<file path="src/rtl/cpu32_pkg.sv">
// ============================================================================
// Module : cpu32_pkg
// Brief  : Shared types and default widths for the cpu32 memory sequencer.
// Rev    : 1.0 - initial release
// ============================================================================
`default_nettype none

package cpu32_pkg;

  localparam int c_default_aw = 32;
  localparam int c_default_dw = 32;

  typedef enum logic [2:0] {
    ST_FETCH = 3'd0,
    ST_LATCH = 3'd1,
    ST_EXEC  = 3'd2,
    ST_DWAIT = 3'd3,
    ST_XDONE = 3'd4
  } state_t;

endpackage

`default_nettype wire

</file>
<file path="src/rtl/mux2.sv">
// ============================================================================
// Module : mux2
// Brief  : Two-input multiplexer; sel=1 picks b.
// Rev    : 1.0 - initial release
// ============================================================================
`default_nettype none

module mux2 #(
  parameter int W = 32
) (
  input  logic         sel,
  input  logic [W-1:0] a,
  input  logic [W-1:0] b,
  output logic [W-1:0] y
);

  assign y = sel ? b : a;

endmodule

`default_nettype wire

</file>
<file path="src/rtl/register.sv">
// ============================================================================
// Module : register
// Brief  : Enabled holding register with synchronous active-high clear.
// Rev    : 1.0 - initial release
// ============================================================================
`default_nettype none

module register #(
  parameter int W = 32
) (
  input  logic         clk,
  input  logic         rst,
  input  logic         en,
  input  logic [W-1:0] d,
  output logic [W-1:0] q
);

  always_ff @(posedge clk) begin
    if (rst) begin
      q <= '0;
    end else if (en) begin
      q <= d;
    end
  end

endmodule

`default_nettype wire

</file>
<file path="src/rtl/mem_arbiter.sv">
// ============================================================================
// Module : mem_arbiter
// Brief  : Multicycle sequencer for cpu32 sharing one RAM with an external
//          requester; externals are granted at instruction boundaries only.
// Rev    : 1.0 - initial release
// ============================================================================
`default_nettype none

module mem_arbiter
  import cpu32_pkg::*;
#(
  parameter int AW = c_default_aw,
  parameter int DW = c_default_dw
) (
  input  logic          clk,
  input  logic          reset,
  input  logic [AW-1:0] i_addr,
  output logic [DW-1:0] i_data,
  input  logic [AW-1:0] d_addr,
  input  logic [DW-1:0] d_data_w,
  input  logic          d_we,
  input  logic          d_re,
  output logic [DW-1:0] d_data_r,
  output logic          cpu_en,
  input  logic          x_req,
  input  logic          x_we,
  input  logic [AW-1:0] x_addr,
  input  logic [DW-1:0] x_wdata,
  output logic [DW-1:0] x_rdata,
  output logic          x_ack,
  output logic [AW-1:0] m_addr,
  output logic [DW-1:0] m_data_w,
  output logic          m_we,
  output logic          m_re,
  input  logic [DW-1:0] m_data_r
);

  state_t        r_state;
  state_t        w_next;
  logic          r_x_last;
  logic          w_x_last_next;
  logic [DW-1:0] r_ir;

  logic          w_x_grant;
  logic [AW-1:0] w_core_addr;
  logic [AW-1:0] w_src_addr;
  logic [DW-1:0] w_src_wdata;
  logic [AW-1:0] w_addr;
  logic [DW-1:0] w_wdata;
  logic          w_we;
  logic          w_re;
  logic          w_cpu_en;
  logic          w_x_ack;

  // An external may only win a FETCH if the previous FETCH served the core.
  assign w_x_grant = (r_state == ST_FETCH) && x_req && !r_x_last;

  mux2 #(.W(AW)) u_core_addr_mux (
    .sel (r_state == ST_EXEC),
    .a   (i_addr),
    .b   (d_addr),
    .y   (w_core_addr)
  );

  mux2 #(.W(AW)) u_src_addr_mux (
    .sel (w_x_grant),
    .a   (w_core_addr),
    .b   (x_addr),
    .y   (w_src_addr)
  );

  mux2 #(.W(DW)) u_src_wdata_mux (
    .sel (w_x_grant),
    .a   (d_data_w),
    .b   (x_wdata),
    .y   (w_src_wdata)
  );

  register #(.W(DW)) u_ir (
    .clk (clk),
    .rst (reset),
    .en  (r_state == ST_LATCH),
    .d   (m_data_r),
    .q   (r_ir)
  );

  always_ff @(posedge clk) begin
    if (reset) begin
      r_state  <= ST_FETCH;
      r_x_last <= 1'b0;
    end else begin
      r_state  <= w_next;
      r_x_last <= w_x_last_next;
    end
  end

  always_comb begin
    w_next        = r_state;
    w_x_last_next = r_x_last;
    w_addr        = '0;
    w_wdata       = '0;
    w_we          = 1'b0;
    w_re          = 1'b0;
    w_cpu_en      = 1'b0;
    w_x_ack       = 1'b0;
    case (r_state)
      ST_FETCH: begin
        w_addr = w_src_addr;
        if (w_x_grant) begin
          w_wdata       = w_src_wdata;
          w_we          = x_we;
          w_re          = !x_we;
          w_x_last_next = 1'b1;
          w_next        = ST_XDONE;
        end else begin
          w_re          = 1'b1;
          w_x_last_next = 1'b0;
          w_next        = ST_LATCH;
        end
      end
      ST_LATCH: begin
        w_next = ST_EXEC;
      end
      ST_EXEC: begin
        if (d_we) begin
          w_addr   = w_src_addr;
          w_wdata  = w_src_wdata;
          w_we     = 1'b1;
          w_cpu_en = 1'b1;
          w_next   = ST_FETCH;
        end else if (d_re) begin
          w_addr = w_src_addr;
          w_re   = 1'b1;
          w_next = ST_DWAIT;
        end else begin
          w_cpu_en = 1'b1;
          w_next   = ST_FETCH;
        end
      end
      ST_DWAIT: begin
        w_cpu_en = 1'b1;
        w_next   = ST_FETCH;
      end
      ST_XDONE: begin
        w_x_ack = 1'b1;
        w_next  = ST_FETCH;
      end
      default: begin
        w_next = ST_FETCH;
      end
    endcase
  end

  // Strobes are killed during reset so an aborted access neither commits nor retires.
  assign m_we     = w_we     & ~reset;
  assign m_re     = w_re     & ~reset;
  assign cpu_en   = w_cpu_en & ~reset;
  assign x_ack    = w_x_ack  & ~reset;
  assign m_addr   = w_addr;
  assign m_data_w = w_wdata;
  assign i_data   = r_ir;
  assign d_data_r = m_data_r;
  assign x_rdata  = m_data_r;

endmodule

`default_nettype wire

</file>
<file path="config.mk">
export PLATFORM = sky130hd
export DESIGN_NAME = mem_arbiter
export DESIGN_NICKNAME = d
export VERILOG_FILES = /design/src/rtl/cpu32_pkg.sv /design/src/rtl/mux2.sv /design/src/rtl/register.sv /design/src/rtl/mem_arbiter.sv
export SDC_FILE = /design/constraint.sdc
export NUM_CORES = 1
export LEC_CHECK = 0
export CORE_AREA = 2 2 141 143
export DETAILED_ROUTE_END_ITERATION = 7
export DIE_AREA = 0 0 143 145
export PLACE_DENSITY_LB_ADDON = 0.25
export SYNTH_ARGS = -nofsm -noshare
export SYNTH_HDL_FRONTEND = slang
export SYNTH_SLANG_ARGS = --single-unit
</file>
<file path="constraint.sdc">
create_clock -name clk -period 2.8 [get_ports clk]
set_clock_uncertainty 0.2 [all_clocks]
set_input_delay 0.7 -clock clk [delete_from_list [all_inputs] [get_ports clk]]
set_output_delay 0.7 -clock clk [all_outputs]
set_load 0.1 [all_outputs]
</file>
Word level (Yosys, flattened, before mapping)
Cells that the tools add are included.
{ "word_totals": {"regBits": 36, "in_bits": 198, "elab_cells": 42} }
{ "classes": {"n_mux": 25, "n_eq_ne": 4, "reduce_logical": 5, "bitwise_logic": 5} }
{ "op_table": {"columns": ["operator", "n"], "rows": [
  ["32-bit 2-to-1 mux", 7],
  ["32-bit case mux with 2 select lines", 2],
  ["1-bit 2-to-1 mux", 9],
  ["3-bit case mux with 3 select lines", 1],
  ["3-bit by 2-bit equality test with 1-bit output (second input constant)", 2],
  ["1-bit case mux with 2 select lines", 3],
  ["1-bit AND", 4],
  ["2-bit 2-to-1 mux", 2],
  ["3-bit by 1-bit equality test with 1-bit output (second input constant)", 1],
  ["3-bit equality test (second input constant)", 1],
  ["3-bit zero test", 1],
  ["3-bit 2-to-1 mux", 1],
  ["1-bit logical AND", 2],
  ["1-bit zero test", 2],
  ["1-bit NOT", 1]
]} }

Longest topological paths before layout
{ "logic_depth": {"ltp_word": 7, "ltp_mapped": 6} }

Hierarchy
From an unflattened synthesis, not the netlist that was laid out.
{ "unflattened": {"hier_cells": 419, "hier_area_um2": 4396.7} }
{ "modules_own_cells": {"columns": ["mod", "area_per_inst_um2", "cells_per_inst", "seq_area_each_um2", "instances"], "rows": [
  ["mux2", 544.3, 36, 0.0, 3],
  ["mem_arbiter", 1600.3, 208, 80.1, 1],
  ["register", 1163.6, 103, 640.6, 1]
]} }

Worst setup path after synthesis
Ideal clock, no wire load.
{ "synth_path": {"path_kind": "in2out", "from": "in x_req", "to": "out m_re", "t_arrival_ps": 4190, "n_path_buf": 1, "stages": 4, "path_slack_ps": -2290, "required_time_ps": 1900, "cell_sequence": "nor2b_1 -> clkbuf_1 -> nand3b_1 -> nor4b_1"} }
{ "synth_via": {"elab_chain_cells": 5} }
{ "synth_rtl": {"columns": ["element", "line_no", "source"], "rows": [
  ["start, declared", "mem_arbiter.sv:25", "input logic x_req,"],
  ["1-bit logical AND (2 in a row)", "mem_arbiter.sv:56", "assign w_x_grant = (r_state == ST_FETCH) && x_req && !r_x_last;"],
  ["1-bit 2-to-1 mux", "mem_arbiter.sv:109", "if (w_x_grant) begin"],
  ["1-bit case mux with 2 select lines", "mem_arbiter.sv:106", "case (r_state)"],
  ["1-bit AND", "mem_arbiter.sv:156", "assign m_re = w_re & ~reset;"],
  ["end, declared", "mem_arbiter.sv:34", "output logic m_re,"]
]} }
No other way between the ends.

Final worst setup path
{ "layout_path": {"from": "reg r_state[0]", "to": "out m_addr[20]"} }
{ "layout_via": {"elab_chain_cells": 7, "word_cells_on_any_way": 9, "cone_classes": "eq/ne: 1; mux: 5; reduce/logical: 3"} }
{ "layout_rtl": {"columns": ["element", "line_no", "source"], "rows": [
  ["start, declared", "mem_arbiter.sv:38", "state_t r_state;"],
  ["start signal, assigned", "mem_arbiter.sv:92", "r_state <= w_next;"],
  ["3-bit zero test", "mem_arbiter.sv:56, mem_arbiter.sv:106", null],
  ["1-bit logical AND (2 in a row)", "mem_arbiter.sv:56", null],
  ["32-bit 2-to-1 mux", "mux2.sv:17", "assign y = sel ? b : a;"],
  ["32-bit 2-to-1 mux", "mem_arbiter.sv:131", "end else if (d_re) begin"],
  ["32-bit 2-to-1 mux", "mem_arbiter.sv:125", "if (d_we) begin"],
  ["32-bit case mux with 2 select lines *", "mem_arbiter.sv:106", null],
  ["end, declared", "mem_arbiter.sv:31", "output logic [AW-1:0] m_addr,"]
]} }
Mark *: on every way between the ends. The rest lies on a longest branch, timed or not.

==> run metrics <==
Synth warnings 0; placer's final routability congestion estimate 0.904; antenna-violating nets left 0; Die Wd 143 um; Critical Path RT 1.90 ns; Layout fillers 1,753; clock tree buffer depth 2; CTS Hold Buffers Added 0; PwrDens 608 mW/mm^2; Cell Area, Synth 0.00300 sq mm; first-pass GRT wire length 25.1 mm; Max-Slew Margin vs Limit 0.540; Starting Density 0.156; Core ar. 0.0192 sq mm; Comb pwr share 0.782; RSZ-0062 raised after global routing true; cell chain of the critical path or2_1, or3_4, buf_6, buf_16, o2111a_2, buf_12; min-delay worst type reg2reg; placed cells 938; Netlist cell types 29; Int Pwr 2440 uW; Reg power frac 0.112; Lkg Pwr 0.00340 uW; flops & latches, synth 36; I/O Buffers 361; Antenna Cells 0; fin crit share 1.02; Total Wirelength 17.0 mm; CTS sink cnt 36; Crit path arrival time 1.97 ns; Die H 145 um; Final Max Tran Viols 0; DRT iter0 DRCs 103; Top Family by Delay on Critical Path simple AND/OR/NAND/NOR gates; Post-Syn Nets 586; DR vias 4,032; worst-path fanout max 8; Final Hold Vio Count 0; Final Cell Area 0.00853 sq mm; worst-margin pin slew 0.691 ns; critical setup path kind reg2out; H-tree level count 2; Slowest cell on crit path or3_4; Placed Area 0.00794 sq mm; maximum clock rate 349 MHz; DRC 0; switching share of power 0.531; clk slew on worst S/H paths 0.06 ns; Syn-to-layout area delta 184%; setup violators final 31; Setup crit end kind output port; initial antenna violation count 0; failing checks setup timing; register area share after synthesis 0.240; Pre-antenna DRT Iters 4; vias in the first global route 4,391; WL/cell 17.7 um; Final Non-Filler Cells 959; Final #Nets 891; total gr overflow 0; largest net degree at the start of global routing 33; crit path buf inv count 3; GR Util All Layers 0.155; Clk Latency, worst-skew pair 0.28 ns; Max VDD drop 0.294 mV; layout cells sized above 1 0.415; Hold Slack 0.254 ns; status finished with violations; dpl hpwl 12.9 mm; startpoint types register; I/O pins 362; utilization after layout 0.444; Clock Root Buffer clkbuf_16; row count 51; syn_area_per_cell 7.74 sq um; max incr delay on CP 0.41 ns; cts bufs inserted 5; Worst Slack Setup Final -0.0680 ns; Die ar. 0.0207 sq mm; CTS tree done; Switch Pwr 2750 uW; Tmin final 2.87 ns; Cells after Synth 388; Maximum Capacitance Violations 0; number of vias per cell 4.20; setup slack, reg-to-reg 0.98 ns; clock group share of total power 0.106
-- path summary, 6_finish.rpt --
path         cells after the start        from    endpoint
max                              6  r_state[0]  m_addr[20]
min                              2  u_ir.q[24]  u_ir.q[24]
max reg2reg                      4  r_state[0]  u_ir.q[19]
min reg2reg                      2  u_ir.q[24]  u_ir.q[24]
-- synth_stat cells (all sizes together) --
| master | count | area [sq um] |
|---|---|---|
| a211oi | 1 | 7.51 |
| a21boi | 1 | 7.51 |
| a21oi | 35 | 175 |
| a22o | 32 | 280 |
| buf | 76 | 571 |
| clkbuf | 24 | 90.1 |
| dfxtp | 36 | 721 |
| inv | 1 | 3.75 |
| mux2 | 1 | 11.3 |
| mux2i | 1 | 10.0 |
| nand2 | 65 | 244 |
| nand2b | 32 | 200 |
| nand3b | 1 | 7.51 |
| nor2 | 4 | 15.0 |
| nor2b | 1 | 6.26 |
| nor3 | 2 | 15.0 |
| nor3b | 3 | 22.5 |
| nor4 | 1 | 6.26 |
| nor4b | 3 | 26.3 |
| o2111a | 31 | 349 |
| o21a | 1 | 7.51 |
| o21ai | 2 | 10.0 |
| or2 | 1 | 6.26 |
| or3 | 32 | 200 |
| or3b | 1 | 8.76 |
-- per-stage QoR --
stage,setup WS [ns],total power [uW],setup TNS [ns]
after CTS,-0.0911,5190,-2.15
after detailed placement,-0.439,4440,-23.90
after floorplan,-0.247,3020,-0.433
after global placement,-0.411,4410,-22.46
final,-0.0680,5190,-1.41
after global routing,-0.125,5360,-3.56
-- cell type report --
cell class / count / area (sq um) / share of cell area
Inverter: 1 / 3.75 / 0.000440
Multi-Input combinational cell: 251 / 1970 / 0.231
Timing Repair Buffer: 398 / 5350 / 0.628
Sequential cell: 36 / 723 / 0.0848
Clock inverter: 2 / 16.3 / 0.00191
Tap cell: 265 / 332 / 0.0389
Clock buffer: 6 / 129 / 0.0151
-- repair_timing --
action	in CTS	in global routing
gates cloned	7	0
gates resized for setup	27	20
setup buffers	8	0
hold endpoints to repair	0	0
setup endpoints to repair	67	56
pin swaps	8	6
-- tightest hold or removal path, cell delays in order (launching register included) --
cell     delay [ns]
dfxtp_1        0.30
nand2_1        0.05
a21oi_1        0.05
-- per-layer routing --
| metal | vias to the layer above | track usage | wire [um] |
|---|---|---|---|
| li1 | 1938 | - | - |
| met1 | 1855 | 0.173 | 6340 |
| met2 | 218 | 0.284 | 8920 |
| met3 | 21 | 0.0436 | 1430 |
| met4 | 0 | 0.0421 | 327 |
| met5 | - | 0 | 0 |
-- placed cells by master (no fill, tap or decap), types with 2 or more instances in the layout --
master,count
nand2_1,65
nand2b_1,32
buf_16,6
a22o_4,24
nor2_1,3
o21ai_0,2
dfxtp_1,34
nor3b_2,2
buf_4,53
buf_6,4
o2111a_2,30
or3_1,31
buf_12,138
a21oi_1,34
dfxtp_2,2
nor4b_4,3
a22o_2,8
clkdlybuf4s50_1,193
clkbuf_16,5
-- sequential cells by signal, summed over array words and instances, names as in the netlist --
name and cells:
u_ir.q 32, r_x_last 1, r_state 3
-- power groups by stage --
stage	registers (uW)	clock network (uW)	logic, uW
after floorplan	844	0	2170
after global placement	589	0	3820
after detailed placement	591	0	3840
after CTS	581	569	4040
after global routing	587	593	4180
final	581	548	4060
-- cell families (layout without fill, tap and decap cells) --
| family | Yosys count | count (layout) | share of synthesized area |
|---|---|---|---|
| compound gates | 103 | 103 | 0.279 |
| buf+inv | 101 | 407 | 0.221 |
| flops | 36 | 36 | 0.240 |
| mux | 2 | 2 | 0.00709 |
| simple gates | 146 | 146 | 0.253 |
Note: power is estimated with default switching activity, not from simulation.
